<file path="src/rtl/synapse_accumulator_if.sv">
// synapse_accumulator_if: spike, weight-load, control and read-port bundle for synapse_accumulator
//   spike : spk_valid, spk_tag (to accumulator), spk_ready (FIFO dequeue, from accumulator)
//   load  : ld_en, ld_src, ld_dst, ld_weight (to accumulator), ld_ack (from accumulator)
//   ctrl  : clr_req, swap_req, decay_shift (to accumulator); sat, busy, state_out (from accumulator)
//   read  : rd_en, rd_tag (to accumulator); rd_data, rd_valid (from accumulator)
interface synapse_accumulator_if #(
  parameter int TAG_BITS = 4,
  parameter int WEIGHT_WIDTH = 8,
  parameter int ACC_WIDTH = 17,
  parameter int SHIFT_W = 3
);
  logic spk_valid;
  logic [TAG_BITS-1:0] spk_tag;
  logic spk_ready;
  logic ld_en;
  logic [TAG_BITS-1:0] ld_src;
  logic [TAG_BITS-1:0] ld_dst;
  logic [WEIGHT_WIDTH-1:0] ld_weight;
  logic ld_ack;
  logic clr_req;
  logic swap_req;
  logic [SHIFT_W-1:0] decay_shift;
  logic rd_en;
  logic [TAG_BITS-1:0] rd_tag;
  logic signed [ACC_WIDTH-1:0] rd_data;
  logic rd_valid;
  logic sat;
  logic busy;
  logic [2:0] state_out;
  modport master (
    output spk_valid, spk_tag, ld_en, ld_src, ld_dst, ld_weight, clr_req, swap_req, decay_shift, rd_en, rd_tag,
    input spk_ready, ld_ack, rd_data, rd_valid, sat, busy, state_out
  );
  modport slave (
    input spk_valid, spk_tag, ld_en, ld_src, ld_dst, ld_weight, clr_req, swap_req, decay_shift, rd_en, rd_tag,
    output spk_ready, ld_ack, rd_data, rd_valid, sat, busy, state_out
  );
endinterface

</file>
<file path="src/rtl/synapse_accumulator.sv">
// synapse_accumulator: event-driven saturating synaptic current accumulator with double-buffered currents
//   clk   : clock, rising edge
//   reset : asynchronous active-low reset
//   bus   : synapse_accumulator_if.slave (spike handshake, weight load, clear/swap control, current read)
module synapse_accumulator #(
  parameter int TAG_BITS = 4,
  parameter int NUM_NEURONS = 2**TAG_BITS,
  parameter int WEIGHT_WIDTH = 8,
  parameter int ACC_WIDTH = 17,
  parameter int SHIFT_W = 3
) (
  input logic clk,
  input logic reset,
  synapse_accumulator_if.slave bus
);
  typedef enum logic [2:0] {
    IDLE  = 3'b000,
    FETCH = 3'b001,
    ACCUM = 3'b011,
    SWAP  = 3'b010,
    CLEAR = 3'b100
  } state_t;
  state_t state;
  logic swap_pending;
  logic accept;
  logic [TAG_BITS-1:0] tag_q;
  logic [TAG_BITS-1:0] cnt;
  logic signed [WEIGHT_WIDTH-1:0] w [NUM_NEURONS][NUM_NEURONS];
  logic signed [WEIGHT_WIDTH-1:0] row [NUM_NEURONS];
  logic signed [ACC_WIDTH-1:0] cur [NUM_NEURONS];
  logic signed [ACC_WIDTH-1:0] nxt [NUM_NEURONS];
  logic signed [ACC_WIDTH:0] sum [NUM_NEURONS];
  logic signed [ACC_WIDTH-1:0] acc [NUM_NEURONS];
  logic [NUM_NEURONS-1:0] clamp;
  // gated by reset so the FIFO is never dequeued while the block is held in reset
  assign bus.spk_ready = reset && (state == ACCUM || (state == IDLE && !bus.clr_req && !bus.ld_en));
  assign accept = bus.spk_valid && bus.spk_ready;
  assign bus.busy = state != IDLE || swap_pending;
  assign bus.state_out = state;
  // one guard bit detects overflow; clamp toward the sign of the true sum
  always_comb begin
    for (int k = 0; k < NUM_NEURONS; k++) begin
      sum[k] = {nxt[k][ACC_WIDTH-1], nxt[k]} + {{(ACC_WIDTH+1-WEIGHT_WIDTH){row[k][WEIGHT_WIDTH-1]}}, row[k]};
      clamp[k] = sum[k][ACC_WIDTH] != sum[k][ACC_WIDTH-1];
      acc[k] = clamp[k] ? {sum[k][ACC_WIDTH], {(ACC_WIDTH-1){~sum[k][ACC_WIDTH]}}} : sum[k][ACC_WIDTH-1:0];
    end
  end
  // weight storage and row fetch are deliberately not reset
  always_ff @(posedge clk) begin
    if (reset && state == IDLE && !bus.clr_req && bus.ld_en)
      w[bus.ld_src][bus.ld_dst] <= bus.ld_weight;
    if (state == CLEAR)
      for (int k = 0; k < NUM_NEURONS; k++) w[cnt][k] <= '0;
    if (state == FETCH)
      row <= w[tag_q];
  end
  always_ff @(posedge clk or negedge reset) begin
    if (!reset) begin
      state <= IDLE;
      swap_pending <= 1'b0;
      bus.sat <= 1'b0;
      bus.ld_ack <= 1'b0;
      bus.rd_valid <= 1'b0;
      bus.rd_data <= '0;
      tag_q <= '0;
      cnt <= '0;
      for (int k = 0; k < NUM_NEURONS; k++) begin
        cur[k] <= '0;
        nxt[k] <= '0;
      end
    end else begin
      bus.ld_ack <= 1'b0;
      bus.rd_valid <= bus.rd_en;
      if (bus.rd_en) bus.rd_data <= cur[bus.rd_tag];
      swap_pending <= swap_pending | bus.swap_req;
      case (state)
        IDLE: begin
          if (bus.clr_req) begin
            state <= CLEAR;
            cnt <= '0;
            swap_pending <= bus.swap_req;
            for (int k = 0; k < NUM_NEURONS; k++) begin
              cur[k] <= '0;
              nxt[k] <= '0;
            end
          end else if (bus.ld_en) begin
            bus.ld_ack <= 1'b1;
          end else if (bus.spk_valid) begin
            tag_q <= bus.spk_tag;
            state <= FETCH;
          end else if (swap_pending) begin
            state <= SWAP;
          end
        end
        FETCH: state <= ACCUM;
        ACCUM: begin
          for (int k = 0; k < NUM_NEURONS; k++) nxt[k] <= acc[k];
          bus.sat <= bus.sat | (|clamp);
          if (accept) tag_q <= bus.spk_tag;
          state <= accept ? FETCH : swap_pending ? SWAP : IDLE;
        end
        SWAP: begin
          for (int k = 0; k < NUM_NEURONS; k++) begin
            cur[k] <= nxt[k];
            nxt[k] <= nxt[k] >>> bus.decay_shift;
          end
          // a request landing on the swap cycle itself belongs to the next timestep
          swap_pending <= bus.swap_req;
          bus.sat <= 1'b0;
          state <= IDLE;
        end
        CLEAR: begin
          cnt <= cnt + 1'b1;
          if (cnt == TAG_BITS'(NUM_NEURONS - 1)) state <= IDLE;
        end
        default: state <= IDLE;
      endcase
    end
  end
endmodule

</file>
<file path="src/flat_wrapper.sv">
// flat-port wrapper written by rule: the top's interface ports become plain ports
module synapse_accumulator_flat 
#(
  parameter int TAG_BITS = 4,
  parameter int NUM_NEURONS = 2**TAG_BITS,
  parameter int WEIGHT_WIDTH = 8,
  parameter int ACC_WIDTH = 17,
  parameter int SHIFT_W = 3
)
  (clk, reset, bus_spk_valid, bus_spk_tag, bus_ld_en, bus_ld_src, bus_ld_dst, bus_ld_weight, bus_clr_req, bus_swap_req, bus_decay_shift, bus_rd_en, bus_rd_tag, bus_spk_ready, bus_ld_ack, bus_rd_data, bus_rd_valid, bus_sat, bus_busy, bus_state_out);
  synapse_accumulator_if #(.TAG_BITS(TAG_BITS), .WEIGHT_WIDTH(WEIGHT_WIDTH), .ACC_WIDTH(ACC_WIDTH), .SHIFT_W(SHIFT_W)) bus_i ();
  input logic clk;
  input logic reset;
  input wire logic [$bits(bus_i.spk_valid)-1:0] bus_spk_valid;
  input wire logic [$bits(bus_i.spk_tag)-1:0] bus_spk_tag;
  input wire logic [$bits(bus_i.ld_en)-1:0] bus_ld_en;
  input wire logic [$bits(bus_i.ld_src)-1:0] bus_ld_src;
  input wire logic [$bits(bus_i.ld_dst)-1:0] bus_ld_dst;
  input wire logic [$bits(bus_i.ld_weight)-1:0] bus_ld_weight;
  input wire logic [$bits(bus_i.clr_req)-1:0] bus_clr_req;
  input wire logic [$bits(bus_i.swap_req)-1:0] bus_swap_req;
  input wire logic [$bits(bus_i.decay_shift)-1:0] bus_decay_shift;
  input wire logic [$bits(bus_i.rd_en)-1:0] bus_rd_en;
  input wire logic [$bits(bus_i.rd_tag)-1:0] bus_rd_tag;
  output wire logic [$bits(bus_i.spk_ready)-1:0] bus_spk_ready;
  output wire logic [$bits(bus_i.ld_ack)-1:0] bus_ld_ack;
  output wire logic [$bits(bus_i.rd_data)-1:0] bus_rd_data;
  output wire logic [$bits(bus_i.rd_valid)-1:0] bus_rd_valid;
  output wire logic [$bits(bus_i.sat)-1:0] bus_sat;
  output wire logic [$bits(bus_i.busy)-1:0] bus_busy;
  output wire logic [$bits(bus_i.state_out)-1:0] bus_state_out;
  assign bus_i.spk_valid = bus_spk_valid;
  assign bus_i.spk_tag = bus_spk_tag;
  assign bus_i.ld_en = bus_ld_en;
  assign bus_i.ld_src = bus_ld_src;
  assign bus_i.ld_dst = bus_ld_dst;
  assign bus_i.ld_weight = bus_ld_weight;
  assign bus_i.clr_req = bus_clr_req;
  assign bus_i.swap_req = bus_swap_req;
  assign bus_i.decay_shift = bus_decay_shift;
  assign bus_i.rd_en = bus_rd_en;
  assign bus_i.rd_tag = bus_rd_tag;
  assign bus_spk_ready = bus_i.spk_ready;
  assign bus_ld_ack = bus_i.ld_ack;
  assign bus_rd_data = bus_i.rd_data;
  assign bus_rd_valid = bus_i.rd_valid;
  assign bus_sat = bus_i.sat;
  assign bus_busy = bus_i.busy;
  assign bus_state_out = bus_i.state_out;
  synapse_accumulator #(.TAG_BITS(TAG_BITS), .NUM_NEURONS(NUM_NEURONS), .WEIGHT_WIDTH(WEIGHT_WIDTH), .ACC_WIDTH(ACC_WIDTH), .SHIFT_W(SHIFT_W)) u_core (.clk(clk), .reset(reset), .bus(bus_i));
endmodule
</file>
<file path="config.mk">
export PLATFORM = sky130hd
export DESIGN_NAME = synapse_accumulator_flat
export DESIGN_NICKNAME = d
export VERILOG_FILES = /design/src/rtl/synapse_accumulator_if.sv /design/src/rtl/synapse_accumulator.sv /design/src/flat_wrapper.sv
export SDC_FILE = /design/constraint.sdc
export NUM_CORES = 2
export LEC_CHECK = 0
export ABC_AREA = 0
export CORE_UTILIZATION = 30
export DETAILED_ROUTE_END_ITERATION = 12
export DONT_BUFFER_PORTS = 1
export PLACE_DENSITY = 0.47
export RECOVER_POWER = 100
export SYNTH_ARGS = -nofsm -noshare
export SYNTH_HDL_FRONTEND = slang
export SYNTH_SLANG_ARGS = --single-unit
</file>
<file path="constraint.sdc">
create_clock -name clk -period 15.4 [get_ports clk]
set_clock_uncertainty 0.05 [all_clocks]
set_input_delay 2.31 -clock clk [delete_from_list [all_inputs] [get_ports clk]]
set_output_delay 2.31 -clock clk [all_outputs]
set_load 0.02 [all_outputs]
</file>
; ---- Word level (Yosys, flattened, before mapping)
; Memory sizes are Yosys's and may differ from the RTL's. A register that Yosys moved wholly into a read port is not among the register bits.
; Cells that the tools add are included.
; Widths: inputs -> output; s select.
[word_totals]
ff_bits = 576
ramBits = 2048
output_inout_bits = 25
elab_cells = 204
mem_count = 1
[memory_table]
columns = memory, depth, word_bits, rd, rd_clocked_by_memory_dff, wr, line_no
row1 = u_core.w, 16, 128, 1, 1, 1, synapse_accumulator.sv:28  ; logic signed [WEIGHT_WIDTH-1:0] w [NUM_NEURONS][NUM_NEURONS];
[classes]
add_sub_neg = 17
order_cmp = 3
eq_ne = 29
n_shift = 16
mux = 52
n_bitwise = 20
n_reduce_logical = 26
[ops]
columns = cell, n
row1 = $pmux 272 s3, 1
row2 = $pmux 272 s2, 1
row3 = $mux 128, 3
row4 = $mux 17, 18
row5 = $add 17x8->18, 16
row6 = $mux 272, 1
row7 = $sshr 17x3->17, 16
row8 = $reduce_or 128->1, 1
row9 = $bmux 17 s4, 1
row10 = $demux 8 s4, 1
row11 = $mux 4, 6
row12 = $mux 3, 6
row13 = $ne 1x1->1, 16
row14 = $not 1->1, 16
row15 = $pmux 4 s2, 2
row16 = $reduce_or 16->1, 1
row17 = $pmux 3 s4, 1
row18 = $ge 5x5->1 const B, 2
row19 = $ne 2x2->1 const B, 5
row20 = $not 4->5, 2
row21 = $logic_and 1x1->1, 8
row22 = $mux 8, 1
row23 = $reduce_bool 2->1, 4
row24 = $mux 1, 7
row25 = 19 further kinds, 27

; ---- Logic depth before layout (Yosys ltp)
[depth]
ltp_word = 8
depth_mapped = 18

; ---- Worst setup path before layout
; OpenSTA, ideal clock, no wires.
[synth_path]
path_kind = reg-to-reg
start = register u_core.state[1], in the netlist u_core.bus.state_out[1]
end = register u_core.row[0] (netlist bit), read port of u_core.w (enable)
setup_time_ns = 0.804
arrival_time_ns = 10.146
required_time_ns = 14.546
slack_ns = 4.401
stages_incl_launch_ff = 3
synth_period_minus_slack_ns = 10.999
cell_sequence = dfrtp_1 > clkbuf_1 > nor3b_1
[synth_between]
elab_chain_cells = 1
[synth_rtl]
columns = item, line_no
row1 = "start, declared", synapse_accumulator.sv:23  ; state_t state;
row2 = "start signal, assigned", synapse_accumulator.sv:100  ; state <= accept ? FETCH : swap_pending ? SWAP : IDLE;
row3 = $eq 3x1->1, synapse_accumulator.sv:54  ; if (state == FETCH)
row4 = "end, declared", synapse_accumulator.sv:29  ; logic signed [WEIGHT_WIDTH-1:0] row [NUM_NEURONS];
; No other way between the ends.
; A chain may end at the register's enable or synchronous reset.

; ---- Worst setup path after layout
[layout_path]
start = register u_core.state[0], in the netlist u_core.bus.state_out[0]
end = memory u_core.w[1][86] (netlist bit), data pin
[layout_between]
elab_chain_cells = 5
[layout_rtl]
columns = item, line_no
row1 = $eq 3x3->1, synapse_accumulator.sv:52  ; if (state == CLEAR)
row2 = $mux 1, synapse_accumulator.sv:52
row3 = $mux 1 (implied by the code), synapse_accumulator.sv:53  ; for (int k = 0; k < NUM_NEURONS; k++) w[cnt][k] <= '0;
row4 = $reduce_or 128->1 (no source line), -
row5 = $mux 128 (no source line), -
row6 = "end, declared", synapse_accumulator.sv:28
; No other way between the ends.

==> results.yml <==
outcome:
  status: "complete, but fails checks"
  failed_checks: "DRC, capacitance limit, slew limit"
route:
  drt_iter0_drc: 7049
  ant_nets: 0
  detail_route.vias_per_cell: 5.40
  detailed_route_wire_length_mm: 386
  drcViolationCount: 64
  detail_route.first_pass.iterations: 12
  routed_wire_length_per_instance_um: 27.7
  route.vias.total: 75300
synth:
  dominant_cell_by_count_in_the_synthesized_netlist: "sky130_fd_sc_hd__edfxtp_1"
  synth_top_cells_by_count: "sky130_fd_sc_hd__edfxtp_1, sky130_fd_sc_hd__mux4_2, sky130_fd_sc_hd__nor2_1"
  seq_area_frac_synth_pct: 62.6
  total_number_of_yosys_warnings: 0
  synth_flop_cell: "sky130_fd_sc_hd__edfxtp_1"
  postSynth.asyncResetShare_pct: 20.9
  synthesis.area_sq_um: 127000
  ff_latch_count_synth: 2752
  netlist.area_leader.share_pct: 51.3
  post_synth_main_area_contributors: "sky130_fd_sc_hd__edfxtp_1, sky130_fd_sc_hd__mux4_2, sky130_fd_sc_hd__dfrtp_1, sky130_fd_sc_hd__ha_1, sky130_fd_sc_hd__a22o_1"
  synth_enable_flop_cells: 2176
  netlist.top_cell.by_area: "sky130_fd_sc_hd__edfxtp_1"
  synth_cells: 8157
  mappedNetlistNets: 8510
  synth_cell_type_count: 98
  syn_avg_cell_area_sq_um: 15.6
placed_design:
  globalplace.congestion: 0.816
  post-dp-hpwl_mm: 242
  post-place-ws_ps: 9440
  port-buffer-count: 0
  dp.cells: 13400
worst_setup_path:
  cp-start-kind: "flop"
  worstPathCellList: "nor2_1 -> nand2_1 -> and2_0 -> clkbuf_1"
  regToRegSetupSlack_ps: 5710
  worstPathBufferInverterCount: 1
  crit_path_max_incr_delay_ps: 4640
  worst_r2r_endpoint: "u_core.w[1][86]"
  r2r_start: "u_core.bus.state_out[0]"
  critical_path_peak_fanout: 112
  worst_r2r_path_depth: 4
  crit_path_end_kind: "flop"
  cp_top_family: "buffers and inverters"
  setup.worst_path.class: "flop to flop"
  worst-endpoint-arrival_ps: 9350
  critical_path.slowest_cell: "sky130_fd_sc_hd__clkbuf_1"
  worst-endpoint-required_ps: 15070
sta:
  report.final.slew_viol_count: 2774
  post_route_clock_period_utilization_pct: 62.9
  worst_slew_margin_rel_pct: -336
  tmin_final_ps: 9690
  post-route-worst-setup-slack_ps: 5710
  fmax_mhz: 103
  final.setup.tns_ps: 0
  hold_viol_final: 0
  max_slew.worst_pin.slew_ps: 6540
  setup_repair_after_global_routing_missed_its_margin: "no"
  finalSetupViolations: 0
cells_and_area:
  layout.nets: 8410
  stdcell_count: 13900
  area_delta_synth_final_pct: 12.1
  layout_cell_share_with_drive_strength_beyond_1_pct: 16.9
  post_route_utilization_pct: 33.9
global_routing:
  grt.overflow.total: 0
  grt_usage_pct: 17.8
  grt_antenna_before_repair: 41
  grt_first_pass_wirelength_mm: 561
  grt_start_max_net_pins: 581
  first_global_vias: 75700
clock_tree:
  hold_buffers: 0
  cts-root-to-sink-buffers: 4
  clkLatencyLatePin_ps: 910
  number_of_buffers_created_by_cts: 302
  cts_htree_levels: 5
  cts.clk_slew.worst_paths_ps: 60
  clockRootBuffer: "sky130_fd_sc_hd__clkbuf_16"
  ctsResizeCount: 0
  cts_sinks: 2752
  postCtsSetupBuffers: 0
  cts_tree: "built"
min_path:
  holdCritStartpoint: "u_core.cur[86]"
  min_delay_worst_endpoint: "u_core.cur[86]"
  hold_depth: 2
  min_path_type: "flop to flop"
power:
  register_share_of_total_power_pct: 39.9
  power.internal_uw: 18400
  swShare_pct: 35.5
  power.net_switching_uw: 10100
  power.static_leakage_uw: 0.0506
  p_total_uw: 28500
  comb_power_share_pct: 34.8
  ir_drop_mv: 0.140
  cellPowerDensity_nw_per_um2: 200
  clock_power_share_pct: 25.2
die:
  ios: 59
  floorplan.die.height_um: 654
  num_rows: 238
  floorplan.die.width_um: 654
  core-area_sq_um: 422000
  area_of_the_die_sq_um: 427000
  floorplan.initialDensity_pct: 30.2
job:
  max-cap-violations: 61
cells by family after synthesis:
family	after synthesis	synth area share, %
fa+ha+maj	320	3.23
flops	2752	62.6
simple gates	1619	5.74
buf+inv	601	1.90
mux	1067	16.3
compound gates	1615	9.02
xor+xnor	183	1.26
power by group through the flow:
stage                     Clock (uW)  Combinational (uW)  Sequential, uW
final                           7200                9940           11400
after global routing            7610               10800           11500
after CTS                       7350               10100           11300
after detailed placement           0               10000           11500
after global placement             0                9920           11500
after floorplan                    0                6980           10900
through the flow:
stage / area [sq um] / hold slack [ps]
floorplan: 127000 / 395
global placement: 134000 / 421
detailed placement: 134000 / 419
CTS: 143000 / 431
global route: 143000 / 451
finish: 143000 / 429
how the worst max path moves through the flow:
| stage | endpoint | start | slack (ps) | cells past startpoint |
|---|---|---|---|---|
| final | u_core.w[1][86] | u_core.bus.state_out[0] | 5710 | 4 |
| after global routing | u_core.row[71] | u_core.tag_q[0] | 4820 | 5 |
| after CTS | bus_spk_ready | bus_clr_req | 9430 | 3 |
| after detailed placement | bus_spk_ready | bus_clr_req | 9440 | 3 |
| after global placement | bus_spk_ready | bus_clr_req | 9440 | 3 |
| after floorplan | u_core.row[0] | u_core.bus.state_out[1] | 4400 | 2 |
per-layer routing:
| metal | global-route usage, % | up-vias | part of all wire [%] |
|---|---|---|---|
| met5 | 0 | - | 0.030 |
| met1 | 25.9 | 40000 | 45 |
| met3 | 3.01 | 432 | 6.4 |
| met4 | 3.87 | 16 | 2.4 |
| li1 | - | 32500 | - |
| met2 | 27.7 | 2429 | 46 |
worst register-to-register path, delay by kind of cell (launching register included):
kind                   cells  cell delay, ps
DFF                        1             980
buffers and inverters      1            4670
and+or+nand+nor            3            2640
layout by cell type, fill, tap and decap left out, types with 216 or more instances in the layout:
cell	count
sky130_fd_sc_hd__ha_1	303
sky130_fd_sc_hd__clkbuf_16	309
sky130_fd_sc_hd__nand2_1	525
sky130_fd_sc_hd__mux2i_1	216
sky130_fd_sc_hd__a21oi_1	337
sky130_fd_sc_hd__a22o_1	266
sky130_fd_sc_hd__o21ai_0	231
sky130_fd_sc_hd__dfrtp_1	573
sky130_fd_sc_hd__mux4_2	797
sky130_fd_sc_hd__edfxtp_1	2176
sky130_fd_sc_hd__nor2_1	601
layout make-up:
| class | instances | area (sq um) |
|---|---|---|
| diodes | 11 | 27.5 |
| clock buffers | 369 | 8100 |
| clock inverters | 169 | 1580 |
| fillers | 40300 | 279000 |
| inverters | 97 | 374 |
| multi-input cells | 4804 | 45300 |
| flip-flops and latches | 2752 | 79800 |
| well taps | 5640 | 7060 |
| repair buffers | 100 | 671 |
state kept, by name, summed over array words and instances (netlist names):
register and flops:
u_core.row 128, u_core.w 2048, u_core.tag_q 4, u_core.bus.rd_valid 1, u_core.swap_pending 1, u_core.bus.state_out 3
u_core.bus.rd_data 17, u_core.bus.sat 1, u_core.cur 272, u_core.bus.ld_ack 1, u_core.cnt 4, u_core.nxt 272
No activity file was read; power rests on OpenSTA's default activity.
